$ cat src/rtl/axi_w_stream_tap.sv
// AXI W-channel tap: forwards W beats unchanged and captures {wdata, wlast} into a FIFO,
// then replays complete bursts on a simple valid/ready stream.
module axi_w_stream_tap #(
    parameter int DATA_WIDTH    = 128,
    parameter int ID_WIDTH      = 32,
    parameter int USER_WIDTH    = 64,
    parameter int BURST_LEN     = 8,
    parameter int FIFO_DEPTH    = 16,
    parameter int BLOCK_ON_FULL = 1
) (
    input  logic                    clk,
    input  logic                    resetn,
    input  logic                    ready,
    output logic                    valid,
    output logic                    in_progress,
    output logic [DATA_WIDTH-1:0]   data,
    output logic                    last,
    output logic                    overflow,
    output logic [15:0]             drop_count,
    output logic [ID_WIDTH-1:0]     AXIM_wid,
    output logic [DATA_WIDTH-1:0]   AXIM_wdata,
    output logic [DATA_WIDTH/8-1:0] AXIM_wstrb,
    output logic                    AXIM_wlast,
    output logic [USER_WIDTH-1:0]   AXIM_wuser,
    output logic                    AXIM_wvalid,
    input  logic                    AXIM_wready,
    input  logic [ID_WIDTH-1:0]     AXIS_wid,
    input  logic [DATA_WIDTH-1:0]   AXIS_wdata,
    input  logic [DATA_WIDTH/8-1:0] AXIS_wstrb,
    input  logic                    AXIS_wlast,
    input  logic [USER_WIDTH-1:0]   AXIS_wuser,
    input  logic                    AXIS_wvalid,
    output logic                    AXIS_wready
);
    localparam int AW = $clog2(FIFO_DEPTH);
    localparam int CW = AW + 1;

    typedef enum logic [0:0] {ST_IDLE = 1'b0, ST_STREAM = 1'b1} state_t;

    state_t                 state_q, state_d;
    logic [AW-1:0]          wr_ptr_q, wr_ptr_d, rd_ptr_q, rd_ptr_d, prev_ptr_s;
    logic [CW-1:0]          count_q, count_d, burst_cnt_q, burst_cnt_d, free_s;
    logic                   in_burst_q, in_burst_d, drop_q, drop_d;
    logic                   overflow_q, overflow_d;
    logic [15:0]            drop_count_q, drop_count_d;
    logic [DATA_WIDTH:0]    mem_q [FIFO_DEPTH];
    logic [DATA_WIDTH:0]    head_s;
    logic                   full_s, stall_n_s, beat_acc_s, dropping_s;
    logic                   push_s, pop_s, retro_s, ovf_set_s, drop_inc_s;
    logic                   burst_inc_s, burst_dec_s;

    assign AXIM_wid    = AXIS_wid;
    assign AXIM_wdata  = AXIS_wdata;
    assign AXIM_wstrb  = AXIS_wstrb;
    assign AXIM_wlast  = AXIS_wlast;
    assign AXIM_wuser  = AXIS_wuser;

    // Full is judged on registered occupancy only, so a same-cycle pop never relieves it.
    assign full_s      = (count_q == CW'(FIFO_DEPTH));
    assign free_s      = CW'(FIFO_DEPTH) - count_q;
    assign stall_n_s   = (BLOCK_ON_FULL != 0) ? ~full_s : 1'b1;
    assign AXIM_wvalid = AXIS_wvalid & resetn & stall_n_s;
    assign AXIS_wready = AXIM_wready & resetn & stall_n_s;
    assign beat_acc_s  = AXIS_wvalid & AXIS_wready;

    assign head_s      = mem_q[rd_ptr_q];
    assign prev_ptr_s  = wr_ptr_q - AW'(1);
    assign data        = head_s[DATA_WIDTH:1];
    assign last        = resetn & (count_q != CW'(0)) & head_s[0];
    assign valid       = (burst_cnt_q != CW'(0));
    assign in_progress = (state_q == ST_STREAM);
    assign overflow    = overflow_q;
    assign drop_count  = drop_count_q;

    // Capture admission, drop bookkeeping and the stream FSM.
    always_comb begin
        dropping_s  = 1'b0;
        push_s      = 1'b0;
        retro_s     = 1'b0;
        ovf_set_s   = 1'b0;
        drop_inc_s  = 1'b0;
        pop_s       = (state_q == ST_STREAM) & ready & (count_q != CW'(0));

        if (BLOCK_ON_FULL != 0) begin
            push_s = beat_acc_s;
        end else begin
            dropping_s = in_burst_q ? drop_q : (free_s < CW'(BURST_LEN));
            if (beat_acc_s) begin
                if (dropping_s) begin
                    ovf_set_s  = 1'b1;
                    drop_inc_s = ~in_burst_q;
                end else if (full_s) begin
                    // Over-long burst hit a full FIFO: keep framing by tagging the last stored beat.
                    ovf_set_s  = 1'b1;
                    retro_s    = AXIS_wlast;
                end else begin
                    push_s     = 1'b1;
                end
            end else begin
                push_s = 1'b0;
            end
        end

        in_burst_d = in_burst_q;
        drop_d     = drop_q;
        if (beat_acc_s) begin
            in_burst_d = ~AXIS_wlast;
            drop_d     = dropping_s & ~AXIS_wlast;
        end else begin
            in_burst_d = in_burst_q;
        end

        drop_count_d = drop_count_q;
        if (drop_inc_s && (drop_count_q != 16'hFFFF)) begin
            drop_count_d = drop_count_q + 16'd1;
        end else begin
            drop_count_d = drop_count_q;
        end
        overflow_d = overflow_q | ovf_set_s;

        wr_ptr_d = push_s ? (wr_ptr_q + AW'(1)) : wr_ptr_q;
        rd_ptr_d = pop_s  ? (rd_ptr_q + AW'(1)) : rd_ptr_q;
        count_d  = count_q + CW'(push_s) - CW'(pop_s);

        burst_inc_s = (push_s & AXIS_wlast) | retro_s;
        burst_dec_s = pop_s & head_s[0];
        if (burst_inc_s && !burst_dec_s) begin
            burst_cnt_d = burst_cnt_q + CW'(1);
        end else if (burst_dec_s && !burst_inc_s) begin
            burst_cnt_d = burst_cnt_q - CW'(1);
        end else begin
            burst_cnt_d = burst_cnt_q;
        end

        state_d = state_q;
        case (state_q)
            ST_IDLE:   state_d = (valid && ready) ? ST_STREAM : ST_IDLE;
            ST_STREAM: state_d = (pop_s && head_s[0]) ? ST_IDLE : ST_STREAM;
            default:   state_d = ST_IDLE;
        endcase
    end

    // Control and status registers.
    always_ff @(posedge clk or negedge resetn) begin
        if (!resetn) begin
            state_q      <= ST_IDLE;
            wr_ptr_q     <= AW'(0);
            rd_ptr_q     <= AW'(0);
            count_q      <= CW'(0);
            burst_cnt_q  <= CW'(0);
            in_burst_q   <= 1'b0;
            drop_q       <= 1'b0;
            overflow_q   <= 1'b0;
            drop_count_q <= 16'd0;
        end else begin
            state_q      <= state_d;
            wr_ptr_q     <= wr_ptr_d;
            rd_ptr_q     <= rd_ptr_d;
            count_q      <= count_d;
            burst_cnt_q  <= burst_cnt_d;
            in_burst_q   <= in_burst_d;
            drop_q       <= drop_d;
            overflow_q   <= overflow_d;
            drop_count_q <= drop_count_d;
        end
    end

    // FIFO storage; contents are qualified by occupancy, so no reset is needed.
    always_ff @(posedge clk) begin
        if (push_s) begin
            mem_q[wr_ptr_q] <= {AXIS_wdata, AXIS_wlast};
        end else if (retro_s) begin
            mem_q[prev_ptr_s][0] <= 1'b1;
        end
    end
endmodule

$ cat config.mk
export PLATFORM = sky130hd
export DESIGN_NAME = axi_w_stream_tap
export DESIGN_NICKNAME = d
export VERILOG_FILES = /design/src/rtl/axi_w_stream_tap.sv
export SDC_FILE = /design/constraint.sdc
export NUM_CORES = 2
export LEC_CHECK = 0
export ABC_CLOCK_PERIOD_IN_PS = 12800
export CAP_MARGIN = 40
export CORE_MARGIN = 5
export CORE_UTILIZATION = 60
export CTS_BUF_LIST = sky130_fd_sc_hd__clkbuf_8
export CTS_CLUSTER_SIZE = 28
export DETAILED_ROUTE_END_ITERATION = 7
export PLACE_DENSITY = 0.84
export SLEW_MARGIN = 20
export SYNTH_ARGS = -nofsm -noshare
export SYNTH_HDL_FRONTEND = slang
export SYNTH_SLANG_ARGS = --single-unit
$ cat constraint.sdc
create_clock -name clk -period 12.8 [get_ports clk]
set_clock_uncertainty 0.2 [all_clocks]
set_input_delay 1.28 -clock clk [delete_from_list [all_inputs] [get_ports clk]]
set_output_delay 1.28 -clock clk [all_outputs]
set_load 0.02 [all_outputs]
==> results.yml <==
run_status:
  status: "finished clean"
drt:
  vias: 37030
  drt-wirelength-per-cell_um: 33.75
  postRouteAntennaNets: 0
  drtIter0Drc: 4741
  drc: 0
  vias_per_cell: 6.515
  dr.pass1.iters: 5
  drt-total-wl_mm: 191.9
setup_path:
  reg2reg_slack_ns: 7.86
  end_kind: "output port"
  max_stage_delay_ns: 0.91
  cp_top_family: "buffers and inverters"
  cp_data_required_time_ns: 11.32
  path_cells: "buf_12, buf_16, buf_4, buf_16, mux4_2, mux4_2, clkdlybuf4s50_1"
  path_class: "register to output port"
  reg2reg_depth: 13
  cp.arrival_ns: 5.53
  cp-start-kind: "register"
  path_buf_inv: 5
  crit-reg2reg-launch: "rd_ptr_q[1]"
  rr_endpoint: "burst_cnt_q[4]"
  crit_fanout: 85
  crit_slowest_cell: "dfrtp_4"
logic_synthesis:
  syn_area_um2: 80610
  synth_seq_cells: 2083
  ys.warnings.count: 0
  synth.distinct_cells: 36
  post_synth.cell_area_avg_um2: 24.78
  synth_cells: 3253
  synth.yosys.seq_area_share: 0.7748
clock_tree:
  cts_resized: 0
  cts_tree: "built"
  cts_setup_buffers: 0
  cts.path.max_buffers: 4
  worstSkewPairLatency_ns: 1.00
  clock-sinks: 2083
  clk_pin_slew_ns: 0.06
  cts_buffers: 331
  ctsHoldBuffers: 0
  root_buffer: "clkbuf_8"
  htree_levels: 5
sta:
  hold_viol: 0
  tns_ns: 0
  slew_viol_final: 0
  fin_crit_ns: 7.011
  worst_slew_pin_slew_ns: 1.106
  grt_setup_unrepaired: "false"
  layout_setup_ws_ns: 5.789
  fmax_mhz: 142.6
  fin_crit_sh: 0.5478
  timing.slew.headroom: 0.2625
  fin_worst_hold_slack_ns: 0.3074
  setup_violations: 0
floorplan:
  initial_core_util: 0.6040
  io_pins: 637
  die_x_um: 376.5
  die-area_um2: 141800
  core_area_um2: 133500
  rows: 134
  die_y_um: 376.5
power_and_ir_drop:
  powerDensity_nw_per_um2: 207.6
  ir_drop_uv: 238.7
  leakagePower_uw: 0.02888
  finalPower_uw: 18960
cells_and_area:
  fill_cells: 7496
  post-route-util: 0.6846
  syn_to_final_growth_pct: 13.34
  drive_above_1_share: 0.2930
  layout_common_cells: "2064 x edfxtp_1, 640 x mux4_2, 395 x clkdlybuf4s50_1, 337 x clkbuf_8, 93 x clkinv_1"
  mostFrequentLayoutCell: "edfxtp_1"
  fin_nets: 3945
global_route:
  grt_pass1_wl_mm: 275.2
  grt_max_degree: 169
  gr-total-overflow: 0
  antenna_found_initial: 8
  grt_pass1_vias: 39450
  grt.total_usage: 0.2720
min_path:
  holdCritStartpoint: "burst_cnt_q[4]"
  min_to: "burst_cnt_q[4]"
  hp-class: "register to register"
  holdPathStages: 1
placement:
  io_buffers: 395
  gp_congestion: 0.7309
  dp_slack_ns: 6.746
  hpwl_mm: 108.7
run:
  max_cap_viol_count: 0
Yosys cell counts:
master / n / area, um^2
nand3b_1: 1 / 7.510
xor2_1: 4 / 35.03
nand2b_1: 1 / 6.260
nor3b_1: 2 / 15.01
nand2_1: 9 / 33.78
and3b_1: 1 / 8.760
xnor2_1: 10 / 87.58
and3_1: 15 / 93.84
buf_4: 292 / 2192
conb_1: 1 / 3.750
a21o_1: 3 / 22.52
nor4b_1: 1 / 8.760
ha_1: 15 / 187.7
or3b_2: 2 / 17.52
a21oi_1: 7 / 35.03
nor2b_1: 2 / 12.51
mux2i_1: 9 / 90.09
o21ai_0: 3 / 15.01
or4_1: 1 / 7.510
buf_1: 14 / 52.55
and2_1: 4 / 25.02
or3_1: 1 / 6.260
nand4_1: 2 / 12.51
a211oi_1: 1 / 7.510
edfxtp_1: 2064 / 61980
clkbuf_1: 57 / 214.0
mux2_2: 2 / 22.52
nor3_1: 2 / 10.01
nor2_1: 6 / 22.52
mux4_2: 640 / 14410
buf_2: 22 / 110.1
o32ai_1: 4 / 35.03
fa_1: 2 / 40.04
dfrtp_1: 19 / 475.5
inv_1: 11 / 41.29
buf_6: 23 / 259.0
layout make-up:
class	count	area [um^2]	area share
repair buffers	488	5483	0.06001
multi-input cells	767	15430	0.1689
clock buffers	337	4638	0.05077
well taps	1768	2212	0.02421
flip-flops and latches	2083	62470	0.6837
diodes	8	20.02	0.0002191
clock inverters	222	1064	0.01164
inverters	11	48.80	0.0005341
power by group:
group	internal, uW	switching, uW
clock	2550	2460
sequential	7700	143
combinational	3020	3090
total	13300	5690
how the worst max path moves through the flow:
stage | from | end | slack, ns | cells past startpoint
2_1_floorplan | AXIS_wvalid | mem_q[3][0] | 1.31 | 4
3_3_place_gp | resetn | mem_q[11][86] | 6.61 | 7
3_5_place_dp | rd_ptr_q[0] | data[114] | 6.75 | 6
4_1_cts | rd_ptr_q[0] | data[114] | 5.59 | 6
5_1_grt | rd_ptr_q[0] | data[114] | 5.26 | 7
6_report | rd_ptr_q[0] | data[114] | 5.79 | 7
through the flow:
stage                     cell area (um^2)  std cells
after floorplan                      80670       3269
after global placement               84550       5074
after detailed placement             85570       5114
after CTS                            91270       5673
after global routing                 91350       5679
final                                91360       5684
cells by family after synthesis:
group | after synthesis | share of synthesized area
AND/OR/NAND/NOR | 50 | 0.003570
other | 1 | 0.00004652
AO/OA/AOI/OAI | 18 | 0.001428
multiplexers | 651 | 0.1802
XOR/XNOR | 14 | 0.001521
buffers and inverters | 419 | 0.03559
adder cells (fa/ha/maj) | 17 | 0.002825
flip-flops | 2083 | 0.7748
flip-flops by register name (all words and copies together), names as in the netlist:
signal and cells:
mem_q 2064, burst_cnt_q 5, rd_ptr_q 4, wr_ptr_q 4, in_progress 1, count_q 5
per-layer routing:
layer	track usage	part of all wire	vias up
li1	-	-	14570
met1	0.3687	0.35	19490
met2	0.4419	0.51	2551
met3	0.06515	0.11	423
met4	0.09902	0.035	2
met5	0	0.000068	-
Power figures use the tool's default switching activity.
